`src/rtl/urv_defs.sv`:
```
// Shared uRV pipeline definitions used by the writeback stage.
//   - load funct3 encodings (FUNC_*)
//   - rd result-source encodings (RD_SOURCE_*)
//   - writeback FSM state type
//   - byte/half extension helpers used by the load aligner
package urv_defs;

    localparam logic [2:0] FUNC_LB  = 3'b000;
    localparam logic [2:0] FUNC_LH  = 3'b001;
    localparam logic [2:0] FUNC_LW  = 3'b010;
    localparam logic [2:0] FUNC_LBU = 3'b100;
    localparam logic [2:0] FUNC_LHU = 3'b101;

    localparam logic [1:0] RD_SOURCE_ALU     = 2'd0;
    localparam logic [1:0] RD_SOURCE_SHIFTER = 2'd1;
    localparam logic [1:0] RD_SOURCE_LOAD    = 2'd2;
    localparam logic [1:0] RD_SOURCE_MUL     = 2'd3;

    typedef enum logic {
        WB_IDLE      = 1'b0,
        WB_WAIT_LOAD = 1'b1
    } wb_state_t;

    // Extend a byte to 32 bits; sign-extends when sgn is set.
    function automatic logic [31:0] extend8(input logic [7:0] b, input logic sgn);
        return {{24{sgn & b[7]}}, b};
    endfunction

    // Extend a halfword to 32 bits; sign-extends when sgn is set.
    function automatic logic [31:0] extend16(input logic [15:0] h, input logic sgn);
        return {{16{sgn & h[15]}}, h};
    endfunction

endpackage

```
`src/rtl/urv_load_align.sv`:
```
// Load data aligner: picks the addressed byte/halfword out of the raw load
// word and sign- or zero-extends it according to the load funct3.
// Ports:
//   fun   - load funct3 (LB/LH/LW/LBU/LHU; anything else returns the word)
//   addr  - byte address bits [1:0]
//   data  - raw 32-bit load word
//   value - aligned, extended 32-bit result
module urv_load_align
    import urv_defs::*;
(
    input  logic [2:0]  fun,
    input  logic [1:0]  addr,
    input  logic [31:0] data,
    output logic [31:0] value
);

    logic [7:0]  byte_sel;
    logic [15:0] half_sel;

    always_comb begin
        case (addr)
            2'd0:    byte_sel = data[7:0];
            2'd1:    byte_sel = data[15:8];
            2'd2:    byte_sel = data[23:16];
            default: byte_sel = data[31:24];
        endcase
        // addr[0] is irrelevant for halfwords: misaligned halves trap upstream.
        half_sel = addr[1] ? data[31:16] : data[15:0];
    end

    always_comb begin
        case (fun)
            FUNC_LB:  value = extend8(byte_sel, 1'b1);
            FUNC_LBU: value = extend8(byte_sel, 1'b0);
            FUNC_LH:  value = extend16(half_sel, 1'b1);
            FUNC_LHU: value = extend16(half_sel, 1'b0);
            default:  value = data;
        endcase
    end

endmodule

```
`src/rtl/urv_writeback.sv`:
```
// uRV writeback (W) stage. Captures the retiring instruction from execute,
// selects the rd value (ALU / shifter / multiplier / aligned load data),
// stalls the pipe while a load is outstanding and drives the register-file
// write port plus the W-stage bypass.
// Ports:
//   clk_i, rst_n_i                 - clock, asynchronous active-low reset
//   x_*                            - instruction descriptor from execute
//   x_stall_i                      - global stall; W register holds while high
//   w_shifter_rd_i, w_mul_rd_i     - shifter / multiplier results in the W cycle
//   dm_load_done_i, dm_data_l_i    - load completion strobe and raw load word
//   w_stall_req_o                  - load outstanding, stall the pipe
//   w_load_fault_o                 - one-cycle pulse when a load times out
//   rf_write_o, rf_rd_o, rf_value_o- register-file write port
//   w_bypass_rd_o, w_bypass_value_o- forwarding to decode/execute
module urv_writeback
    import urv_defs::*;
#(
    parameter int g_load_timeout  = 0,
    parameter int g_timeout_width = 8
) (
    input  logic        clk_i,
    input  logic        rst_n_i,
    input  logic        x_valid_i,
    input  logic        x_stall_i,
    input  logic [4:0]  x_rd_i,
    input  logic        x_rd_write_i,
    input  logic [1:0]  x_rd_source_i,
    input  logic [31:0] x_rd_value_i,
    input  logic [2:0]  x_fun_i,
    input  logic [1:0]  x_dm_addr_i,
    input  logic [31:0] w_shifter_rd_i,
    input  logic [31:0] w_mul_rd_i,
    input  logic        dm_load_done_i,
    input  logic [31:0] dm_data_l_i,
    output logic        w_stall_req_o,
    output logic        w_load_fault_o,
    output logic        rf_write_o,
    output logic [4:0]  rf_rd_o,
    output logic [31:0] rf_value_o,
    output logic [4:0]  w_bypass_rd_o,
    output logic [31:0] w_bypass_value_o
);

    localparam logic [g_timeout_width-1:0] TMO_LIMIT = g_timeout_width'(g_load_timeout);

    logic                       vld_p0;
    logic [4:0]                 rd_p0;
    logic                       rd_write_p0;
    logic [1:0]                 rd_source_p0;
    logic [31:0]                rd_value_p0;
    logic [2:0]                 fun_p0;
    logic [1:0]                 dm_addr_p0;

    wb_state_t                  state, state_next;
    logic [g_timeout_width-1:0] tmo_cnt;

    logic                       capture, load_capture;
    logic                       in_wait, load_done, timeout_hit, is_load, write_en;
    logic [31:0]                load_value, result;

    assign capture      = !x_stall_i;
    assign load_capture = capture & x_valid_i & (x_rd_source_i == RD_SOURCE_LOAD);

    // ---- X -> W register boundary ----
    always_ff @(posedge clk_i or negedge rst_n_i) begin
        if (!rst_n_i)
            vld_p0 <= 1'b0;
        else if (capture)
            vld_p0 <= x_valid_i;
    end

    always_ff @(posedge clk_i) begin
        if (capture) begin
            rd_p0        <= x_rd_i;
            rd_write_p0  <= x_rd_write_i;
            rd_source_p0 <= x_rd_source_i;
            rd_value_p0  <= x_rd_value_i;
            fun_p0       <= x_fun_i;
            dm_addr_p0   <= x_dm_addr_i;
        end
    end

    // ---- W stage: load FSM and timeout ----
    always_ff @(posedge clk_i or negedge rst_n_i) begin
        if (!rst_n_i)
            state <= WB_IDLE;
        else
            state <= state_next;
    end

    assign in_wait   = (state == WB_WAIT_LOAD);
    // Load data only counts while a load is actually outstanding.
    assign load_done = in_wait & dm_load_done_i;
    assign timeout_hit = (g_load_timeout > 0) && in_wait && (tmo_cnt == TMO_LIMIT);

    always_comb begin
        state_next = state;
        case (state)
            WB_IDLE:
                if (load_capture)
                    state_next = WB_WAIT_LOAD;
            WB_WAIT_LOAD:
                // A load retiring this cycle may be replaced by another load.
                if (dm_load_done_i || timeout_hit)
                    state_next = load_capture ? WB_WAIT_LOAD : WB_IDLE;
            default:
                state_next = WB_IDLE;
        endcase
    end

    always_ff @(posedge clk_i or negedge rst_n_i) begin
        if (!rst_n_i)
            tmo_cnt <= '0;
        else if (g_load_timeout == 0 || !in_wait || dm_load_done_i || timeout_hit)
            tmo_cnt <= '0;
        else
            tmo_cnt <= tmo_cnt + 1'b1;
    end

    // ---- W stage: result select and write port ----
    urv_load_align u_load_align (
        .fun   (fun_p0),
        .addr  (dm_addr_p0),
        .data  (dm_data_l_i),
        .value (load_value)
    );

    always_comb begin
        case (rd_source_p0)
            RD_SOURCE_SHIFTER: result = w_shifter_rd_i;
            RD_SOURCE_LOAD:    result = load_value;
            RD_SOURCE_MUL:     result = w_mul_rd_i;
            default:           result = rd_value_p0;
        endcase
    end

    assign is_load  = (rd_source_p0 == RD_SOURCE_LOAD);
    assign write_en = vld_p0 & rd_write_p0 & (rd_p0 != 5'd0) & (!is_load | load_done);

    // Done beats timeout when both land on the same cycle.
    assign w_stall_req_o    = in_wait & vld_p0 & !dm_load_done_i & !timeout_hit;
    assign w_load_fault_o   = timeout_hit & !dm_load_done_i;
    assign rf_write_o       = write_en;
    assign rf_rd_o          = vld_p0 ? rd_p0 : 5'd0;
    assign rf_value_o       = vld_p0 ? result : 32'd0;
    // Outstanding loads forward rd=0: the hazard is covered by the stall.
    assign w_bypass_rd_o    = write_en ? rd_p0 : 5'd0;
    assign w_bypass_value_o = rf_value_o;

endmodule

```
`config.mk`:
```
export PLATFORM = sky130hd
export DESIGN_NAME = urv_writeback
export DESIGN_NICKNAME = d
export VERILOG_FILES = /design/src/rtl/urv_defs.sv /design/src/rtl/urv_load_align.sv /design/src/rtl/urv_writeback.sv
export SDC_FILE = /design/constraint.sdc
export NUM_CORES = 1
export LEC_CHECK = 0
export ABC_AREA = 1
export ABC_CLOCK_PERIOD_IN_PS = 2700
export CORE_UTILIZATION = 37
export DETAILED_ROUTE_END_ITERATION = 12
export MAX_ROUTING_LAYER = met4
export PLACE_DENSITY = 0.87
export SLEW_MARGIN = 15
export SYNTH_ARGS = -nofsm -noshare
export SYNTH_HDL_FRONTEND = slang
export SYNTH_SLANG_ARGS = --single-unit
```
`constraint.sdc`:
```
create_clock -name clk_i -period 2.7 [get_ports clk_i]
set_clock_uncertainty 0.1 [all_clocks]
set_input_delay 0.54 -clock clk_i [delete_from_list [all_inputs] [get_ports clk_i]]
set_output_delay 0.54 -clock clk_i [all_outputs]
set_load 0.05 [all_outputs]
```
==> impl_metrics.ini <==
[clocking]
insertion_delay_ns = 0.29
cts_num_sinks = 47
cts_made_buffers = 5
cts_buffer_depth = 2
cts_tree = yes
h-tree-depth = 2
clkTransAtPathRegs_ns = 0.09
clock-root-buffer = clkbuf_8

[routing]
vias_per_cell = 5.402
drtIter0Drc = 207
ant_nets = 0
first_pass_iters = 6
num_vias = 4338
drc = 0
post_drt_wl_per_cell_um = 18.77
wl_um = 15080

[sta]
tightest_slew_ns = 0.5539
hold_viol = 0
rsz0062_at_grt = true
fmax_ghz = 0.3715
setup_violations = 0
min_period_ns = 2.692
slew_headroom = 0.6268
hold_slack_ns = 0.3100
worst_slack_ns = 0.007891
final_max_slew_viol_count = 0
setup_tns_ns = 0
fin_crit_sh = 0.9971

[synthesis]
synth_seq_area_share = 0.4020
postSynthCellCount = 481
synth_seq_cells = 47
synth_fa_ha_area_frac = 0
synth_xor_area_frac = 0
yosys_warnings = 0
synthSimpleGateAreaFrac = 0.2484
muxShareOfSynthArea = 0
ys_types = 27
syn_area_mm2 = 0.003486
synth_compound_area_frac = 0.2021
synth_top_family_by_area = simple AND/OR/NAND/NOR gates
synth_area_per_cell_um2 = 7.247
synth_nets = 627

[place]
post-dp-hpwl_um = 11130
gp_congestion = 0.9882
io_buffers = 221
pre_cts_slack_ns = -0.1027

[grt]
grt.total_usage = 0.2958
antenna_found_initial = 0
first_global_vias = 4313
overflow = 0
grt_pass1_wl_um = 21470
grt_max_degree = 48

[critical_path]
max_stage_delay_ns = 0.46
worstRegToRegCells = 3
r2r_end = vld_p0
cp_num_buf_inv = 3
worstPathArrival_ns = 2.05
worstPathCellList = buf_12, nand2_1, buf_6, o21ai_0, a21oi_4, buf_12
critical_path.max_fanout = 18
cp_slowest_cell = o21ai_0
crit_top_cell = buf_12
start_kind = flop
end_kind = output pin
worstSetupPathType = flop to output pin
reg2reg_from = vld_p0
startpoint = rd_source_p0[0]
ff2ff_setup_slack_ns = 1.56
crit_family = compound AO/OA/AOI/OAI gates
cp.required_ns = 2.06

[status]
status = complete, no violations

[final_layout]
drive_gt1_frac = 0.2876
fin_nets = 837
syn_to_final_growth_pct = 103.2
fill_cells = 599
antenna-diode-count = 0
post-route-util = 0.7701

[hold_path]
hold_class = input port to async pin

[job]
cap_violations = 0

[floorplanning]
fp.dieH_um = 99.06
start_util = 0.3790
pin_count = 223
die-area_mm2 = 0.009813
dieWidth_um = 99.06
num_rows = 35
coreArea_mm2 = 0.009196

[power_and_ir_drop]
power_density_mw_per_mm2 = 448.9
peakVddDrop_mv = 0.3103
power_mw = 3.179
p_leak_nw = 2.907
## per-layer routing
metal / share of wire / GRT usage / vias to the layer above
li1: - / - / 1979
met1: 0.34 / 0.3103 / 2014
met2: 0.53 / 0.5412 / 290
met3: 0.088 / 0.05319 / 55
met4: 0.041 / 0.1301 / 0
met5: 0 / - / -
## cell usage after synthesis, drive strengths merged
| master | n | share of area |
|---|---|---|
| clkinv | 1 | 0.0011 |
| o32ai | 1 | 0.0025 |
| nand2 | 152 | 0.17 |
| conb | 1 | 0.0011 |
| or2 | 4 | 0.0072 |
| a21oi | 44 | 0.073 |
| a31oi | 17 | 0.031 |
| o21a | 1 | 0.0022 |
| clkbuf | 19 | 0.020 |
| nand3 | 8 | 0.011 |
| o21ai | 63 | 0.090 |
| o22ai | 2 | 0.0036 |
| nor3 | 3 | 0.0043 |
| buf | 41 | 0.086 |
| nand4 | 1 | 0.0018 |
| inv | 34 | 0.039 |
| nor2 | 42 | 0.050 |
| dfrtp | 2 | 0.014 |
| edfxtp | 45 | 0.39 |
## cells by family (layout without fill, tap and decap cells)
kind of cell,after synthesis,after routing
simple gates,210,210
compound gates,128,128
buf+inv,95,306
flops,47,47
other cells,1,1
## layout by cell type, fill, tap and decap left out, types with 3 or more instances in the layout
cell	n
o21ai_0	58
inv_1	30
buf_4	30
dlygate4sd2_1	4
a21oi_1	12
buf_12	80
nor2_2	3
clkbuf_8	6
a21oi_4	21
buf_6	6
nand2_1	129
a31oi_1	15
nor2_1	37
o21ai_1	4
or2_2	4
nand2_2	19
nand3_2	3
edfxtp_1	45
nor3_1	3
a21oi_2	11
nand3_1	5
clkdlybuf4s50_1	141
## flip-flops by register name, indices dropped and copies added, names as in the netlist
signal and flops:
rd_p0 5, rd_write_p0 1, rd_value_p0 32, fun_p0 3, in_wait 1, rd_source_p0 2
vld_p0 1, dm_addr_p0 2
## worst max-delay path by stage
stage / to / cells after the start
after floorplan: w_bypass_value_o[22] / 11
after global placement: w_bypass_value_o[16] / 10
after detailed placement: w_bypass_value_o[16] / 10
after CTS: w_bypass_value_o[15] / 12
after global routing: w_bypass_value_o[15] / 13
final: rf_value_o[18] / 6
## through the flow
| stage | cells | instance area (um^2) |
|---|---|---|
| after floorplan | 481 | 3571 |
| after global placement | 780 | 6526 |
| after detailed placement | 780 | 6526 |
| after CTS | 794 | 6805 |
| after global routing | 803 | 7082 |
| final | 803 | 7082 |
## power breakdown
group          internal [mW]  total, mW  switching, mW  leakage [nW]
logic                  0.844       1.83          0.984          2.39
registers              0.862      0.888         0.0260         0.466
clock network          0.212      0.464          0.252        0.0489
## timing repair
| action | 4_1_cts | 5_1_grt |
|---|---|---|
| hold buffers | 0 | 0 |
| resized for setup | 28 | 44 |
| gates cloned | 0 | 1 |
| pin swaps | 7 | 18 |
| setup endpoints to repair | 69 | 67 |
| setup buffers | 6 | 8 |
## final cells by class
cell class,instances,area (um^2),share of cell area
repair buffers,263,3381,0.4774
multi-input cells,339,1924,0.2717
flip-flops and latches,47,1401,0.1979
inverters,35,141.4,0.01996
well taps,111,138.9,0.01961
clock buffers,7,86.33,0.01219
clock inverters,1,8.758,0.001237
No activity file was read; power rests on OpenSTA's default activity.
